`config.mk`:
```
export PLATFORM = sky130hd
export DESIGN_NAME = id_ex_operand_stage_flat
export DESIGN_NICKNAME = d
export VERILOG_FILES = /design/src/rtl/id_ex_operand_stage_if.sv /design/src/rtl/id_ex_operand_stage.sv /design/src/flat_wrapper.sv
export SDC_FILE = /design/constraint.sdc
export NUM_CORES = 1
export LEC_CHECK = 0
export CORE_UTILIZATION = 41
export CTS_CLUSTER_SIZE = 40
export DETAILED_ROUTE_END_ITERATION = 6
export PLACE_DENSITY = 0.78
export SKIP_LAST_GASP = 1
export SYNTH_ARGS = -nofsm -noshare
export SYNTH_HDL_FRONTEND = slang
export SYNTH_SLANG_ARGS = --single-unit
```
`constraint.sdc`:
```
create_clock -name clk -period 2.7 [get_ports clk]
set_clock_uncertainty 0.2 [all_clocks]
set_input_delay 0.54 -clock clk [delete_from_list [all_inputs] [get_ports clk]]
set_output_delay 0.54 -clock clk [all_outputs]
set_load 0.01 [all_outputs]
```
`src/rtl/id_ex_operand_stage_if.sv`:
```
// ---------------------------------------------------------------------------
// id_ex_operand_stage_if
// Purpose : bundles every non-clock signal of the ID/EX operand stage.
//   master : the surrounding pipeline. It drives the decoded ID fields, the
//            stall/flush controls and the EX/MEM and MEM/WB writeback taps.
//   slave  : the ID/EX operand stage. It drives the ALU operands, the
//            registered EX fields, the forwarding selects and the hazard
//            outputs.
// Signals (W = datapath width, RIDX = register index width):
//   id_*        decoded instruction from ID (values, indices, opcode, flags)
//   stall_in    downstream hold; flush: turn the EX register into a bubble
//   exm_*/mwb_* destination, write enable and result of the EX/MEM and MEM/WB
//               stages, used for forwarding
//   alu_*       ALU Rs/Rt operands and opcode
//   ex_*        registered valid, destination, write enable and load flag
//   fwd_*_sel   00 regfile, 01 EX/MEM, 10 MEM/WB
//   hazard_stall, stall_count  load-use stall flag and saturating count
// ---------------------------------------------------------------------------
interface id_ex_operand_stage_if #(
  parameter int W     = 16,
  parameter int RIDX  = 3,
  parameter int CNT_W = 16
);
  logic            id_valid;
  logic [W-1:0]    id_rs_val;
  logic [W-1:0]    id_rt_val;
  logic [W-1:0]    id_imm;
  logic            id_use_imm;
  logic [RIDX-1:0] id_rs_idx;
  logic [RIDX-1:0] id_rt_idx;
  logic [RIDX-1:0] id_rd_idx;
  logic [2:0]      id_alu_op;
  logic            id_reg_wr;
  logic            id_mem_rd;
  logic            stall_in;
  logic            flush;
  logic            exm_reg_wr;
  logic [RIDX-1:0] exm_rd_idx;
  logic [W-1:0]    exm_result;
  logic            mwb_reg_wr;
  logic [RIDX-1:0] mwb_rd_idx;
  logic [W-1:0]    mwb_result;
  logic [W-1:0]    alu_rs;
  logic [W-1:0]    alu_rt;
  logic [2:0]      alu_op;
  logic            ex_valid;
  logic [RIDX-1:0] ex_rd_idx;
  logic            ex_reg_wr;
  logic            ex_mem_rd;
  logic [1:0]      fwd_rs_sel;
  logic [1:0]      fwd_rt_sel;
  logic            hazard_stall;
  logic [CNT_W-1:0] stall_count;

  modport master (
    output id_valid, id_rs_val, id_rt_val, id_imm, id_use_imm,
           id_rs_idx, id_rt_idx, id_rd_idx, id_alu_op, id_reg_wr, id_mem_rd,
           stall_in, flush, exm_reg_wr, exm_rd_idx, exm_result,
           mwb_reg_wr, mwb_rd_idx, mwb_result,
    input  alu_rs, alu_rt, alu_op, ex_valid, ex_rd_idx, ex_reg_wr, ex_mem_rd,
           fwd_rs_sel, fwd_rt_sel, hazard_stall, stall_count
  );

  modport slave (
    input  id_valid, id_rs_val, id_rt_val, id_imm, id_use_imm,
           id_rs_idx, id_rt_idx, id_rd_idx, id_alu_op, id_reg_wr, id_mem_rd,
           stall_in, flush, exm_reg_wr, exm_rd_idx, exm_result,
           mwb_reg_wr, mwb_rd_idx, mwb_result,
    output alu_rs, alu_rt, alu_op, ex_valid, ex_rd_idx, ex_reg_wr, ex_mem_rd,
           fwd_rs_sel, fwd_rt_sel, hazard_stall, stall_count
  );
endinterface

```
`src/rtl/id_ex_operand_stage.sv`:
```
// ---------------------------------------------------------------------------
// id_ex_operand_stage
// Purpose : ID/EX pipeline register in front of the 16-bit ALU. It latches
//   the decoded operands, opcode and destination from ID, forwards results
//   from EX/MEM and MEM/WB, picks the immediate for Rt, detects load-use
//   hazards (bubble insertion plus a saturating stall counter).
// Ports:
//   clk      rising-edge clock
//   reset    asynchronous, active-high reset
//   pipe_io  id_ex_operand_stage_if.slave (all data/control signals)
// ---------------------------------------------------------------------------
module id_ex_operand_stage #(
  parameter int W     = 16,
  parameter int RIDX  = 3,
  parameter int CNT_W = 16
) (
  input  logic                  clk,
  input  logic                  reset,
  id_ex_operand_stage_if.slave  pipe_io
);

  logic            valid_q,  valid_d;
  logic [W-1:0]    rsVal_q,  rsVal_d;
  logic [W-1:0]    rtVal_q,  rtVal_d;
  logic [W-1:0]    imm_q,    imm_d;
  logic            useImm_q, useImm_d;
  logic [RIDX-1:0] rsIdx_q,  rsIdx_d;
  logic [RIDX-1:0] rtIdx_q,  rtIdx_d;
  logic [RIDX-1:0] rdIdx_q,  rdIdx_d;
  logic [2:0]      aluOp_q,  aluOp_d;
  logic            regWr_q,  regWr_d;
  logic            memRd_q,  memRd_d;
  logic [CNT_W-1:0] cnt_q,   cnt_d;

  logic            hazard;
  logic [W-1:0]    rsOperand, rtOperand;
  logic [1:0]      rsSel, rtSel;

  // Load-use: the load in EX produces its data too late for the instruction
  // in ID. With an immediate, the Rt index is not a real source.
  assign hazard = valid_q && memRd_q && regWr_q && (rdIdx_q != '0) &&
                  pipe_io.id_valid &&
                  ((rdIdx_q == pipe_io.id_rs_idx) ||
                   (!pipe_io.id_use_imm && (rdIdx_q == pipe_io.id_rt_idx)));

  // EX register next state. Priority: flush > stall_in > hazard > load.
  // Bubbles only clear valid; the stale fields are masked at the outputs.
  always_comb begin
    valid_d  = valid_q;
    rsVal_d  = rsVal_q;
    rtVal_d  = rtVal_q;
    imm_d    = imm_q;
    useImm_d = useImm_q;
    rsIdx_d  = rsIdx_q;
    rtIdx_d  = rtIdx_q;
    rdIdx_d  = rdIdx_q;
    aluOp_d  = aluOp_q;
    regWr_d  = regWr_q;
    memRd_d  = memRd_q;
    if (pipe_io.flush) begin
      valid_d = 1'b0;
    end else if (pipe_io.stall_in) begin
      valid_d = valid_q;
    end else if (hazard) begin
      valid_d = 1'b0;
    end else begin
      valid_d  = pipe_io.id_valid;
      rsVal_d  = pipe_io.id_rs_val;
      rtVal_d  = pipe_io.id_rt_val;
      imm_d    = pipe_io.id_imm;
      useImm_d = pipe_io.id_use_imm;
      rsIdx_d  = pipe_io.id_rs_idx;
      rtIdx_d  = pipe_io.id_rt_idx;
      rdIdx_d  = pipe_io.id_rd_idx;
      aluOp_d  = pipe_io.id_alu_op;
      regWr_d  = pipe_io.id_reg_wr;
      memRd_d  = pipe_io.id_mem_rd;
    end
  end

  // Saturating stall counter; only reset clears it.
  always_comb begin
    cnt_d = cnt_q;
    if (hazard && (cnt_q != {CNT_W{1'b1}})) begin
      cnt_d = cnt_q + CNT_W'(1);
    end
  end

  always_ff @(posedge clk or posedge reset) begin
    if (reset) begin
      valid_q  <= 1'b0;
      rsVal_q  <= '0;
      rtVal_q  <= '0;
      imm_q    <= '0;
      useImm_q <= 1'b0;
      rsIdx_q  <= '0;
      rtIdx_q  <= '0;
      rdIdx_q  <= '0;
      aluOp_q  <= '0;
      regWr_q  <= 1'b0;
      memRd_q  <= 1'b0;
      cnt_q    <= '0;
    end else begin
      valid_q  <= valid_d;
      rsVal_q  <= rsVal_d;
      rtVal_q  <= rtVal_d;
      imm_q    <= imm_d;
      useImm_q <= useImm_d;
      rsIdx_q  <= rsIdx_d;
      rtIdx_q  <= rtIdx_d;
      rdIdx_q  <= rdIdx_d;
      aluOp_q  <= aluOp_d;
      regWr_q  <= regWr_d;
      memRd_q  <= memRd_d;
      cnt_q    <= cnt_d;
    end
  end

  // Forwarding from the registered indices. R0 is hard zero and never
  // forwarded; EX/MEM is newer than MEM/WB so it wins.
  always_comb begin
    rsSel     = 2'b00;
    rsOperand = rsVal_q;
    if (rsIdx_q == '0) begin
      rsOperand = '0;
    end else if (pipe_io.exm_reg_wr && (pipe_io.exm_rd_idx == rsIdx_q)) begin
      rsSel     = 2'b01;
      rsOperand = pipe_io.exm_result;
    end else if (pipe_io.mwb_reg_wr && (pipe_io.mwb_rd_idx == rsIdx_q)) begin
      rsSel     = 2'b10;
      rsOperand = pipe_io.mwb_result;
    end

    rtSel     = 2'b00;
    rtOperand = rtVal_q;
    if (useImm_q) begin
      rtOperand = imm_q;
    end else if (rtIdx_q == '0) begin
      rtOperand = '0;
    end else if (pipe_io.exm_reg_wr && (pipe_io.exm_rd_idx == rtIdx_q)) begin
      rtSel     = 2'b01;
      rtOperand = pipe_io.exm_result;
    end else if (pipe_io.mwb_reg_wr && (pipe_io.mwb_rd_idx == rtIdx_q)) begin
      rtSel     = 2'b10;
      rtOperand = pipe_io.mwb_result;
    end
  end

  // A bubble presents neutral values to the ALU and downstream stages.
  assign pipe_io.alu_rs       = valid_q ? rsOperand : '0;
  assign pipe_io.alu_rt       = valid_q ? rtOperand : '0;
  assign pipe_io.alu_op       = valid_q ? aluOp_q : 3'b111;
  assign pipe_io.fwd_rs_sel   = valid_q ? rsSel : 2'b00;
  assign pipe_io.fwd_rt_sel   = valid_q ? rtSel : 2'b00;
  assign pipe_io.ex_valid     = valid_q;
  assign pipe_io.ex_rd_idx    = rdIdx_q;
  assign pipe_io.ex_reg_wr    = valid_q & regWr_q;
  assign pipe_io.ex_mem_rd    = valid_q & memRd_q;
  assign pipe_io.hazard_stall = hazard;
  assign pipe_io.stall_count  = cnt_q;

endmodule

```
`src/flat_wrapper.sv`:
```
// flat-port wrapper written by rule: the top's interface ports become plain ports
module id_ex_operand_stage_flat 
#(
  parameter int W     = 16,
  parameter int RIDX  = 3,
  parameter int CNT_W = 16
)
  (clk, reset, pipe_io_id_valid, pipe_io_id_rs_val, pipe_io_id_rt_val, pipe_io_id_imm, pipe_io_id_use_imm, pipe_io_id_rs_idx, pipe_io_id_rt_idx, pipe_io_id_rd_idx, pipe_io_id_alu_op, pipe_io_id_reg_wr, pipe_io_id_mem_rd, pipe_io_stall_in, pipe_io_flush, pipe_io_exm_reg_wr, pipe_io_exm_rd_idx, pipe_io_exm_result, pipe_io_mwb_reg_wr, pipe_io_mwb_rd_idx, pipe_io_mwb_result, pipe_io_alu_rs, pipe_io_alu_rt, pipe_io_alu_op, pipe_io_ex_valid, pipe_io_ex_rd_idx, pipe_io_ex_reg_wr, pipe_io_ex_mem_rd, pipe_io_fwd_rs_sel, pipe_io_fwd_rt_sel, pipe_io_hazard_stall, pipe_io_stall_count);
  id_ex_operand_stage_if #(.W(W), .RIDX(RIDX), .CNT_W(CNT_W)) pipe_io_i ();
  input  logic clk;
  input  logic reset;
  input wire logic [$bits(pipe_io_i.id_valid)-1:0] pipe_io_id_valid;
  input wire logic [$bits(pipe_io_i.id_rs_val)-1:0] pipe_io_id_rs_val;
  input wire logic [$bits(pipe_io_i.id_rt_val)-1:0] pipe_io_id_rt_val;
  input wire logic [$bits(pipe_io_i.id_imm)-1:0] pipe_io_id_imm;
  input wire logic [$bits(pipe_io_i.id_use_imm)-1:0] pipe_io_id_use_imm;
  input wire logic [$bits(pipe_io_i.id_rs_idx)-1:0] pipe_io_id_rs_idx;
  input wire logic [$bits(pipe_io_i.id_rt_idx)-1:0] pipe_io_id_rt_idx;
  input wire logic [$bits(pipe_io_i.id_rd_idx)-1:0] pipe_io_id_rd_idx;
  input wire logic [$bits(pipe_io_i.id_alu_op)-1:0] pipe_io_id_alu_op;
  input wire logic [$bits(pipe_io_i.id_reg_wr)-1:0] pipe_io_id_reg_wr;
  input wire logic [$bits(pipe_io_i.id_mem_rd)-1:0] pipe_io_id_mem_rd;
  input wire logic [$bits(pipe_io_i.stall_in)-1:0] pipe_io_stall_in;
  input wire logic [$bits(pipe_io_i.flush)-1:0] pipe_io_flush;
  input wire logic [$bits(pipe_io_i.exm_reg_wr)-1:0] pipe_io_exm_reg_wr;
  input wire logic [$bits(pipe_io_i.exm_rd_idx)-1:0] pipe_io_exm_rd_idx;
  input wire logic [$bits(pipe_io_i.exm_result)-1:0] pipe_io_exm_result;
  input wire logic [$bits(pipe_io_i.mwb_reg_wr)-1:0] pipe_io_mwb_reg_wr;
  input wire logic [$bits(pipe_io_i.mwb_rd_idx)-1:0] pipe_io_mwb_rd_idx;
  input wire logic [$bits(pipe_io_i.mwb_result)-1:0] pipe_io_mwb_result;
  output wire logic [$bits(pipe_io_i.alu_rs)-1:0] pipe_io_alu_rs;
  output wire logic [$bits(pipe_io_i.alu_rt)-1:0] pipe_io_alu_rt;
  output wire logic [$bits(pipe_io_i.alu_op)-1:0] pipe_io_alu_op;
  output wire logic [$bits(pipe_io_i.ex_valid)-1:0] pipe_io_ex_valid;
  output wire logic [$bits(pipe_io_i.ex_rd_idx)-1:0] pipe_io_ex_rd_idx;
  output wire logic [$bits(pipe_io_i.ex_reg_wr)-1:0] pipe_io_ex_reg_wr;
  output wire logic [$bits(pipe_io_i.ex_mem_rd)-1:0] pipe_io_ex_mem_rd;
  output wire logic [$bits(pipe_io_i.fwd_rs_sel)-1:0] pipe_io_fwd_rs_sel;
  output wire logic [$bits(pipe_io_i.fwd_rt_sel)-1:0] pipe_io_fwd_rt_sel;
  output wire logic [$bits(pipe_io_i.hazard_stall)-1:0] pipe_io_hazard_stall;
  output wire logic [$bits(pipe_io_i.stall_count)-1:0] pipe_io_stall_count;
  assign pipe_io_i.id_valid = pipe_io_id_valid;
  assign pipe_io_i.id_rs_val = pipe_io_id_rs_val;
  assign pipe_io_i.id_rt_val = pipe_io_id_rt_val;
  assign pipe_io_i.id_imm = pipe_io_id_imm;
  assign pipe_io_i.id_use_imm = pipe_io_id_use_imm;
  assign pipe_io_i.id_rs_idx = pipe_io_id_rs_idx;
  assign pipe_io_i.id_rt_idx = pipe_io_id_rt_idx;
  assign pipe_io_i.id_rd_idx = pipe_io_id_rd_idx;
  assign pipe_io_i.id_alu_op = pipe_io_id_alu_op;
  assign pipe_io_i.id_reg_wr = pipe_io_id_reg_wr;
  assign pipe_io_i.id_mem_rd = pipe_io_id_mem_rd;
  assign pipe_io_i.stall_in = pipe_io_stall_in;
  assign pipe_io_i.flush = pipe_io_flush;
  assign pipe_io_i.exm_reg_wr = pipe_io_exm_reg_wr;
  assign pipe_io_i.exm_rd_idx = pipe_io_exm_rd_idx;
  assign pipe_io_i.exm_result = pipe_io_exm_result;
  assign pipe_io_i.mwb_reg_wr = pipe_io_mwb_reg_wr;
  assign pipe_io_i.mwb_rd_idx = pipe_io_mwb_rd_idx;
  assign pipe_io_i.mwb_result = pipe_io_mwb_result;
  assign pipe_io_alu_rs = pipe_io_i.alu_rs;
  assign pipe_io_alu_rt = pipe_io_i.alu_rt;
  assign pipe_io_alu_op = pipe_io_i.alu_op;
  assign pipe_io_ex_valid = pipe_io_i.ex_valid;
  assign pipe_io_ex_rd_idx = pipe_io_i.ex_rd_idx;
  assign pipe_io_ex_reg_wr = pipe_io_i.ex_reg_wr;
  assign pipe_io_ex_mem_rd = pipe_io_i.ex_mem_rd;
  assign pipe_io_fwd_rs_sel = pipe_io_i.fwd_rs_sel;
  assign pipe_io_fwd_rt_sel = pipe_io_i.fwd_rt_sel;
  assign pipe_io_hazard_stall = pipe_io_i.hazard_stall;
  assign pipe_io_stall_count = pipe_io_i.stall_count;
  id_ex_operand_stage #(.W(W), .RIDX(RIDX), .CNT_W(CNT_W)) u_core (.clk(clk), .reset(reset), .pipe_io(pipe_io_i));
endmodule
```
==> impl_metrics.ini, run 1 <==
[detailed_routing]
drc = 0
drtIter0Drc = 160
routedWlPerCell_um = 20.52
via_count = 3957
antenna_left = 0
first_pass_iters = 5
viasPerCell = 5.362
wl_um = 15150

[grt]
antenna_found_initial = 0
grt_max_degree = 33
grt_pass1_vias = 4200
grt_overflow_total = 0
grt_pass1_wl_um = 22220
grt_use_total_pct = 25.31

[setup_path]
r2r-end = u_core.rtVal_q[6]
worst_path_dominant_cell_family = buffers and inverters
critical_path_depth = 9
r2r_slack_ns = 0.10
path_cells = clkdlybuf4s15_1, xnor2_1, nand4_1, clkbuf_16, buf_8, mux2i_2, a21oi_2, a21o_1, buf_6
crit_arrival_ns = 2.11
critPathBufInv = 4
required_ns = 1.96
crit_fanout = 5
worstReg2RegStart = u_core.pipe_io.ex_rd_idx[2]
r2r.worst_path.cells = 9
slowest_delay_ns = 0.23
critical_path_class = input pin to output pin
crit_path_start_kind = input pin
end_kind = output pin
crit_slowest_cell = clkdlybuf4s15_1

[layout]
nets = 703
antenna_cells = 0
area_growth_pct = 61.10
drive_gt1_share_pct = 35.62
fin_util_pct = 68.24

[status]
violations = setup timing
outcome = complete, but fails checks

[placement]
place_ws_ns = -0.7047
gp_congestion = 0.9197
port_buffers = 169
dp_hpwl_um = 9842

[synthesis]
ys_top_cells_by_area = dfrtp_1 (43%), mux2_4 (19%), mux2i_1 (6.9%), xnor2_1 (4.5%), buf_12 (3.0%)
yosys.area.top_type_share_pct = 43.22
synth.avg_cell_area_sq_um = 12.22
synth_ff_type = dfrtp_1
yosysMostFrequentCell = dfrtp_1
synth_commonest_cells = dfrtp_1 (80), mux2_4 (60), mux2i_1 (32)
ys_seq_area_share_pct = 43.22
synth_top_area_cell = dfrtp_1
synthesis.nets = 488
synth_edf_count = 0
yosys_warnings = 0
async_reset_ff_share_pct = 100.0
ys_types = 36
ys_ff_latch = 80
netlist_area_sq_um = 4632
syn_inst = 379

[clock_network]
cts_tree = done
clockBufferDepth = 2
clock-root-buffer = clkbuf_16
clk_pin_slew_ns = 0.06
cts_buffers = 9
insertion_delay_ns = 0.34
clock-sinks = 80
cts_htree_levels = 3

[floorplanning]
core_region_area_sq_um = 10940
fp.dieW_um = 108.3
die_area_sq_um = 11730
die_h_um = 108.3
rows = 38
initial_core_util_pct = 42.36
io-pin-count = 170

[sta]
tightest_slew_ns = 0.6316
rsz0062_at_grt = yes
post-route-min-period_ns = 2.846
setup_tns_ns = -1.220
max_freq_ghz = 0.3514
hold_viol_final = 0
slew_violations = 0
setup_viol = 18
worst_slew_margin_rel_pct = 57.90
fin_ws_ns = -0.1458
finalCritPeriodShare_pct = 105.4

[pwr]
p_leak_nw = 3.660
power_density_nw_per_um2 = 530.8
peakVddDrop_uv = 404.0

[hold_path]
hp-start = u_core.imm_q[14]
hp-class = register to register
holdPathEnd = u_core.imm_q[14]
hold_path_depth = 1

[job]
cap_violations = 0
==> worst reg2reg max path: stages, from the launching register on <==
cell,delay (ns)
dfrtp_1,0.38
buf_4,0.15
or3_1,0.30
nand4_1,0.11
a21o_4,0.12
inv_4,0.03
buf_4,0.16
or3_4,0.50
buf_12,0.20
mux2_4,0.31
==> final cells by class <==
| cell class | instances | area [sq um] |
|---|---|---|
| Fill cell | 817 | 3473 |
| Multi-Input combinational cell | 272 | 2592 |
| Timing Repair Buffer | 226 | 2323 |
| Sequential cell | 80 | 2006 |
| Clock buffer | 9 | 225.2 |
| Tap cell | 140 | 175.2 |
| Clock inverter | 6 | 115.1 |
| Inverter | 5 | 25.02 |
==> sequential cells by signal, summed over array words and instances, names as in the netlist <==
name,count
u_core.rtVal_q,16
u_core.pipe_io.ex_valid,1
u_core.imm_q,16
u_core.rsIdx_q,3
u_core.useImm_q,1
u_core.pipe_io.ex_rd_idx,3
u_core.pipe_io.stall_count,16
u_core.rsVal_q,16
u_core.memRd_q,1
u_core.rtIdx_q,3
u_core.regWr_q,1
u_core.aluOp_q,3
==> power breakdown <==
group	switching (mW)	internal, mW
registers	0.120	1.35
logic	0.405	0.673
clock network	0.511	0.905
total	1.04	2.92
==> per-stage QoR <==
step | cells | hold slack (ns) | power [mW] | instance area (sq um)
6_report | 738 | 0.2967 | 3.961 | 7462
5_1_grt | 738 | 0.3199 | 4.111 | 7462
4_1_cts | 730 | 0.3007 | 3.885 | 7234
3_5_place_dp | 695 | 0.2863 | 2.381 | 6665
3_3_place_gp | 695 | 0.2780 | 2.351 | 6665
2_1_floorplan | 379 | 0.2650 | 1.953 | 4636
==> cell families after synthesis <==
group	Yosys count	synth area share (%)
mux	99	28.07
compound gates	70	9.563
fa+ha+maj	1	0.2701
buf+inv	27	4.835
simple gates	72	8.374
xor+xnor	30	5.673
flops	80	43.22
==> layout by cell type, fill, tap and decap left out, drive strengths merged, types with 4 or more instances in the layout <==
master         instances
nand3                  8
nand2                  7
nor2                  19
xor2                   6
nand2b                 4
buf                   84
mux2                  67
inv                    6
and2                   4
clkbuf                20
dlygate4sd2            8
a211oi                16
clkdlybuf4s50        120
dfrtp                 80
and3                   4
o21ai                 17
xnor2                 24
a21oi                 19
nand4                 13
a21o                  17
mux2i                 32
==> worst max-delay path by stage <==
stage,end,startpoint
after global routing,pipe_io_alu_rt[5],u_core.rtIdx_q[0]
final,pipe_io_alu_rt[4],pipe_io_mwb_rd_idx[1]
after detailed placement,pipe_io_alu_rs[13],pipe_io_mwb_rd_idx[2]
after CTS,pipe_io_alu_rt[2],u_core.rtIdx_q[0]
after floorplan,u_core.aluOp_q[0],pipe_io_id_rt_idx[2]
after global placement,pipe_io_alu_rt[6],pipe_io_mwb_rd_idx[0]
==> routing by layer <==
metal | up-vias | track usage, % | part of all wire [%]
met3 | 38 | 6.510 | 6.0
met1 | 1973 | 31.12 | 41
li1 | 1798 | - | -
met4 | 0 | 9.266 | 3.9
met2 | 148 | 42.77 | 49
met5 | - | 0 | 0
==> timing repair <==
item,CTS,global route
buffers inserted,15,3
setup endpoints to repair,101,59
gates resized for setup,198,38
hold buffers,0,0
pin swaps,24,15
cloned,5,6
Power figures use the tool's default switching activity.
==> run 2, diff against run 1 <==
--- a/config.mk
+++ b/config.mk
@@ -5,10 +5,13 @@
 export SDC_FILE = /design/constraint.sdc
 export NUM_CORES = 1
 export LEC_CHECK = 0
-export CORE_UTILIZATION = 41
+export ABC_AREA = 1
+export CORE_ASPECT_RATIO = 0.75
+export CORE_UTILIZATION = 44
 export CTS_CLUSTER_SIZE = 40
 export DETAILED_ROUTE_END_ITERATION = 6
-export PLACE_DENSITY = 0.78
+export MAX_ROUTING_LAYER = met4
+export PLACE_DENSITY = 0.79
 export SKIP_LAST_GASP = 1
 export SYNTH_ARGS = -nofsm -noshare
 export SYNTH_HDL_FRONTEND = slang
==> run 2 against run 1 <==
Compared with the run above:
- the run still ends with setup timing left
- via count rose by 51%
- setup slack gained 0.12 ns
- fmax increased by 4.4%
- clock power decreased by 14%
- register-to-register slack better by 0.52 ns
- global-route usage rose by 3.5 points
- first-iteration DRC count grew 110%
- final cell count up 56%
- sequential share of layout area down 3.9 points
- highest routed layer unchanged
==> impl_metrics.ini, run 2 <==
[status]
outcome = complete, but fails checks
violations = setup timing

[synthesis]
yosys_warnings = 0
synth.avg_cell_area_sq_um = 7.402
ys_seq_area_share_pct = 35.54
synth_top_area_cell = dfrtp_1
ys_top_cells_by_area = dfrtp_1 (36%), nand2_1 (21%), nand3_2 (11%), nand3_1 (5.2%), inv_1 (2.8%)
async_reset_ff_share_pct = 100.0
yosysMostFrequentCell = nand2_1
synth_commonest_cells = nand2_1 (310), dfrtp_1 (80), nand3_2 (63)
ys_types = 36
synthesis.nets = 870
syn_inst = 761
ys_ff_latch = 80
synth_ff_type = dfrtp_1
synth_edf_count = 0
netlist_area_sq_um = 5633
yosys.area.top_type_share_pct = 35.54

[pwr]
p_int_mw = 2.637
power_frac_comb_pct = 31.7
seqPwrFrac_pct = 36.6
power_density_nw_per_um2 = 442.8
netSwitchingPower_mw = 1.219
p_leak_nw = 4.253
clockPowerShare_pct = 31.6
peakVddDrop_uv = 323.9
swShare_pct = 31.62

[sta]
worst_slew_margin_rel_pct = 69.69
fin_ws_ns = -0.02470
setup_viol = 5
max_freq_ghz = 0.3670
slew_violations = 0
tightest_slew_ns = 0.4546
finalCritPeriodShare_pct = 100.9
post-route-min-period_ns = 2.725
hold_viol_final = 0
rsz0062_at_grt = yes

[detailed_routing]
drtIter0Drc = 341
wl_um = 18710
drc = 0
via_count = 5991
routedWlPerCell_um = 16.21
first_pass_iters = 5
antenna_left = 0
viasPerCell = 5.192

[hold_path]
holdPathEnd = u_core.aluOp_q[0]
hold_path_depth = 2
hp-class = register to register
hp-start = u_core.aluOp_q[0]

[floorplanning]
rows = 35
initial_core_util_pct = 45.45
core_region_area_sq_um = 12390
die_area_sq_um = 13260
io-pin-count = 170
die_h_um = 99.99
fp.dieW_um = 132.7

[layout]
postLayoutCellArea_sq_um = 8710
fin_util_pct = 70.28
nets = 1093
area_growth_pct = 54.62
drive_gt1_share_pct = 32.89
antenna_cells = 0
layout_common_cells = nand2_1 (277), clkdlybuf4s50_1 (124), dfrtp_1 (79)
mostFrequentLayoutCell = nand2_1

[setup_path]
critical_path_class = register to output pin
crit_arrival_ns = 1.98
end_kind = output pin
r2r_slack_ns = 0.62
r2r-end = u_core.pipe_io.stall_count[3]
r2r.worst_path.cells = 7
required_ns = 1.96
crit_fanout = 6
worstReg2RegStart = u_core.pipe_io.stall_count[0]
crit_path_start_kind = register

[clock_network]
cts_htree_levels = 3
clock-root-buffer = clkbuf_16
clk_pin_slew_ns = 0.07
clockBufferDepth = 2
clock-sinks = 80
insertion_delay_ns = 0.34
cts_tree = done
postCtsHoldBufs = 0
cts_buffers = 9

[grt]
grt_pass1_vias = 5741
antenna_found_initial = 0
grt_use_total_pct = 28.79
grt_max_degree = 81
grt_overflow_total = 0
grt_pass1_wl_um = 28900

[placement]
dp_hpwl_um = 12410
place_ws_ns = -0.6526
gp_congestion = 0.9554
port_buffers = 169
place_area_sq_um = 7784

[job]
cap_violations = 0
-- run 2: cell types whose count changed after synthesis, sizes merged, moves of 15 or more --
cell / delta
nand2: +318
nand3: +114
a211oi: -16
nand3b: +15
inv: +43
mux2i: -32
xnor2: -16
mux2: -67
nor2: +30
buf: +20
a21o: -17
-- run 2: worst max-delay path by stage --
stage,cells past startpoint,slack (ns),start,to
floorplan,8,0.47,pipe_io_exm_rd_idx[1],pipe_io_alu_rs[10]
finish,10,-0.02,u_core.rsIdx_q[2],pipe_io_alu_rs[7]
detailed placement,12,-0.65,pipe_io_mwb_rd_idx[1],pipe_io_alu_rt[7]
CTS,11,-0.03,u_core.rsIdx_q[0],pipe_io_alu_rs[3]
global placement,11,-0.63,pipe_io_mwb_rd_idx[2],pipe_io_alu_rt[7]
global route,11,-0.11,u_core.rsIdx_q[0],pipe_io_alu_rs[15]
-- run 2: cell families after synthesis --
family | after synthesis | share of synthesized area [%]
buf+inv | 97 | 9.551
flops | 80 | 35.54
xor+xnor | 18 | 2.799
simple gates | 528 | 47.78
fa+ha+maj | 1 | 0.2221
compound gates | 37 | 4.109
-- run 2: final cells by class --
| class | instances | area [sq um] |
|---|---|---|
| timing repair buffer | 251 | 2542 |
| fill | 960 | 3684 |
| clock buffer | 11 | 232.7 |
| tap | 166 | 207.7 |
| clock inverter | 4 | 55.05 |
| multi-input combinational | 584 | 3442 |
| inverter | 58 | 226.5 |
| sequential | 80 | 2003 |
-- run 2: metal layers --
layer	vias up	track usage [%]	part of all wire, %
met3	23	6.919	7.7
met4	0	7.781	1.5
li1	2849	-	-
met5	-	-	0
met1	2891	35.99	43
met2	228	46.88	48
-- run 2: repair_timing --
action / 4_1_cts / 5_1_grt
setup buffers: 15 / 11
pin swaps: 17 / 54
endpoints found under the setup margin: 37 / 37
gates resized for setup: 177 / 97
cloned: 5 / 5
-- run 2: power groups by stage --
stage / clock, mW / sequential, mW / combinational (mW)
finish: 1.22 / 1.41 / 1.22
global placement: 0 / 1.42 / 0.987
floorplan: 0 / 1.41 / 0.522
CTS: 1.24 / 1.41 / 1.10
global route: 1.29 / 1.43 / 1.34
detailed placement: 0 / 1.43 / 1.00
-- run 2: metrics by stage --
step	std cells	hold WS (ns)	TNS, ns	power [mW]
floorplan	761	0.2345	0	1.929
global placement	1105	0.2495	-18.92	2.410
detailed placement	1105	0.2587	-20.17	2.431
CTS	1139	0.2736	-0.2337	3.746
global route	1154	0.2958	-2.050	4.053
finish	1154	0.2695	-0.05848	3.857
-- run 2: worst max-delay path: stages (launching register included) --
cell and delay (ns):
dfrtp_1 0.42, xor2_2 0.21, nor3_4 0.21, buf_6 0.13, nand3_4 0.07, inv_6 0.10
buf_12 0.12, buf_12 0.11, nand2_2 0.05, o21ai_2 0.07, buf_2 0.16
==> run 3, diff against run 2 <==
--- a/config.mk
+++ b/config.mk
@@ -10,7 +10,6 @@
 export CORE_UTILIZATION = 44
 export CTS_CLUSTER_SIZE = 40
 export DETAILED_ROUTE_END_ITERATION = 6
-export MAX_ROUTING_LAYER = met4
 export PLACE_DENSITY = 0.79
 export SKIP_LAST_GASP = 1
 export SYNTH_ARGS = -nofsm -noshare
==> run 3 against run 2 <==
Compared with the run above:
- the flow now finishes without violations
- hold slack about the same
- first-iteration DRC count down 4.4%
- register-to-register slack better by 0.03 ns
- largest cell class unchanged
- die area unchanged
- final cell count down 1.2%
- utilization down 2.7 points
- design area down 3.9%
- non-clock buffer count down 15
- setup slack better by 0.029 ns
- sequential share of layout area up 0.94 points
==> impl_metrics.ini, run 3 (synthesized netlist as in run 2, its figures left out) <==
[setup_path]
end_kind = output pin
critical_path_class = input pin to output pin
crit_path_start_kind = input pin
crit_arrival_ns = 1.96
crit_fanout = 8
path_cells = dlygate4sd2_1, buf_4, xor2_1, nor2_1, nand2_2, clkbuf_16, nand2_2, nand2_2, o21ai_2, buf_2
crit_path_frequent_cell = nand2_2
slowest_delay_ns = 0.25
crit_slowest_cell = dlygate4sd2_1
required_ns = 1.96

[grt]
grt_pass1_vias = 5526
grt_overflow_total = 0
grt_max_degree = 81
grt_use_total_pct = 26.71
grt_pass1_wl_um = 27730
antenna_found_initial = 0

[sta]
whs_ns = 0.2699
worst_slew_margin_rel_pct = 67.43
slew_violations = 0
tightest_slew_ns = 0.4849
rsz0062_at_grt = yes
post-route-min-period_ns = 2.696
setup_tns_ns = 0
hold_viol_final = 0
finalCritPeriodShare_pct = 99.84
setup_viol = 0
max_freq_ghz = 0.3710

[floorplanning]
io-pin-count = 170
die_h_um = 99.99
die_area_sq_um = 13260
rows = 35
initial_core_util_pct = 45.45
core_region_area_sq_um = 12390
fp.dieW_um = 132.7

[clock_network]
clock-sinks = 80
clk_pin_slew_ns = 0.07
cts_tree = done
insertion_delay_ns = 0.34
clockBufferDepth = 2
cts_htree_levels = 3
clock-root-buffer = clkbuf_16
cts_buffers = 9

[detailed_routing]
drc = 0
drtIter0Drc = 326
via_count = 5845
wl_met2_um = 8127
met3_length_um = 1629
antenna_left = 0
routedWlPerCell_um = 15.54
viasPerCell = 5.127
wl_um = 17710
first_pass_iters = 4
dr.max_layer_used = met4
wl_met1_um = 7657

[layout]
multiInputGateArea_sq_um = 3333
regArea_sq_um = 2004
layout_common_cells = nand2_1 (284), clkdlybuf4s50_1 (124), dfrtp_1 (78)
fin_util_pct = 67.56
fillerInstances = 1034
area_growth_pct = 48.65
mostFrequentLayoutCell = nand2_1
nets = 1078
antenna_cells = 0
drive_gt1_share_pct = 28.64
final_cells = 1140

[pwr]
peakVddDrop_uv = 300.4
p_int_mw = 2.580
netSwitchingPower_mw = 1.161
clockPowerShare_pct = 32.6
power_density_nw_per_um2 = 446.7
seqPwrFrac_pct = 37.7
power_frac_comb_pct = 29.7
p_leak_nw = 4.173
swShare_pct = 31.03

[status]
outcome = finished clean

[hold_path]
hp-class = register to register

[job]
cap_violations = 0

[placement]
gp_congestion = 0.9299
dp_hpwl_um = 12120
port_buffers = 169
dp_cells = 1105
## run 3: cell count changes in the layout (fill, tap and decap cells not counted), moves of 8 or more
cell and change:
a21oi_1 +8, a21oi_2 -8, nand2_2 -16, nand2_4 +10, nand3_1 +12, nand3_2 -8
## run 3: layout make-up
cell class | count | area share, %
multi-input combinational | 584 | 39.81
timing repair buffer | 236 | 27.59
sequential | 80 | 23.94
clock buffer | 12 | 2.824
inverter | 58 | 2.705
tap | 166 | 2.481
clock inverter | 4 | 0.6575
## run 3: critical path: cells and delay by family
family,cells,cell delay [ns]
xor gates and xnor gates,1,0.13
buffers and inverters,4,0.74
AOI/OAI and AO/OA,1,0.14
and+or+nand+nor,4,0.40
## run 3: through the flow
stage | area (sq um) | setup slack [ns] | power (mW)
after global placement | 7759 | -0.6295 | 2.400
after CTS | 8078 | -0.04132 | 3.672
after global routing | 8373 | -0.1004 | 3.940
final | 8373 | 0.004267 | 3.741
after floorplan | 5637 | 0.4711 | 1.929
after detailed placement | 7759 | -0.6517 | 2.417
## run 3: what timing repair did
item | 4_1_cts | 5_1_grt
gates cloned | 1 | 5
buffers inserted | 6 | 8
hold endpoints to repair | 0 | 0
resized for setup | 160 | 72
setup endpoints to repair | 37 | 36
pin swaps | 11 | 19
hold buffers | 0 | 0
## run 3: final timing paths
| path | cells past startpoint | to | startpoint | slack [ns] |
|---|---|---|---|---|
| min in group asynchronous | 3 | u_core.imm_q[2] | reset | 0.45 |
| max reg2reg | 10 | u_core.rtVal_q[12] | u_core.pipe_io.ex_valid | 0.65 |
| min reg2reg | 2 | u_core.aluOp_q[2] | u_core.aluOp_q[2] | 0.27 |
| max in group asynchronous | 3 | u_core.rtIdx_q[0] | reset | 1.47 |
| min | 2 | u_core.aluOp_q[2] | u_core.aluOp_q[2] | 0.27 |
| max | 10 | pipe_io_alu_rs[7] | pipe_io_mwb_rd_idx[2] | 0.004 |
## run 3: power by group through the flow
| stage | Sequential [mW] | Combinational, mW | Clock [mW] |
|---|---|---|---|
| after floorplan | 1.41 | 0.522 | 0 |
| after global placement | 1.42 | 0.979 | 0 |
| after detailed placement | 1.43 | 0.991 | 0 |
| after CTS | 1.40 | 1.03 | 1.24 |
| after global routing | 1.43 | 1.22 | 1.29 |
| final | 1.41 | 1.11 | 1.22 |
## run 3: per-layer routing
layer | track usage [%] | up-vias
li1 | - | 2834
met5 | 0 | -
met1 | 35.14 | 2716
met4 | 8.223 | 0
met3 | 7.677 | 29
met2 | 42.71 | 266
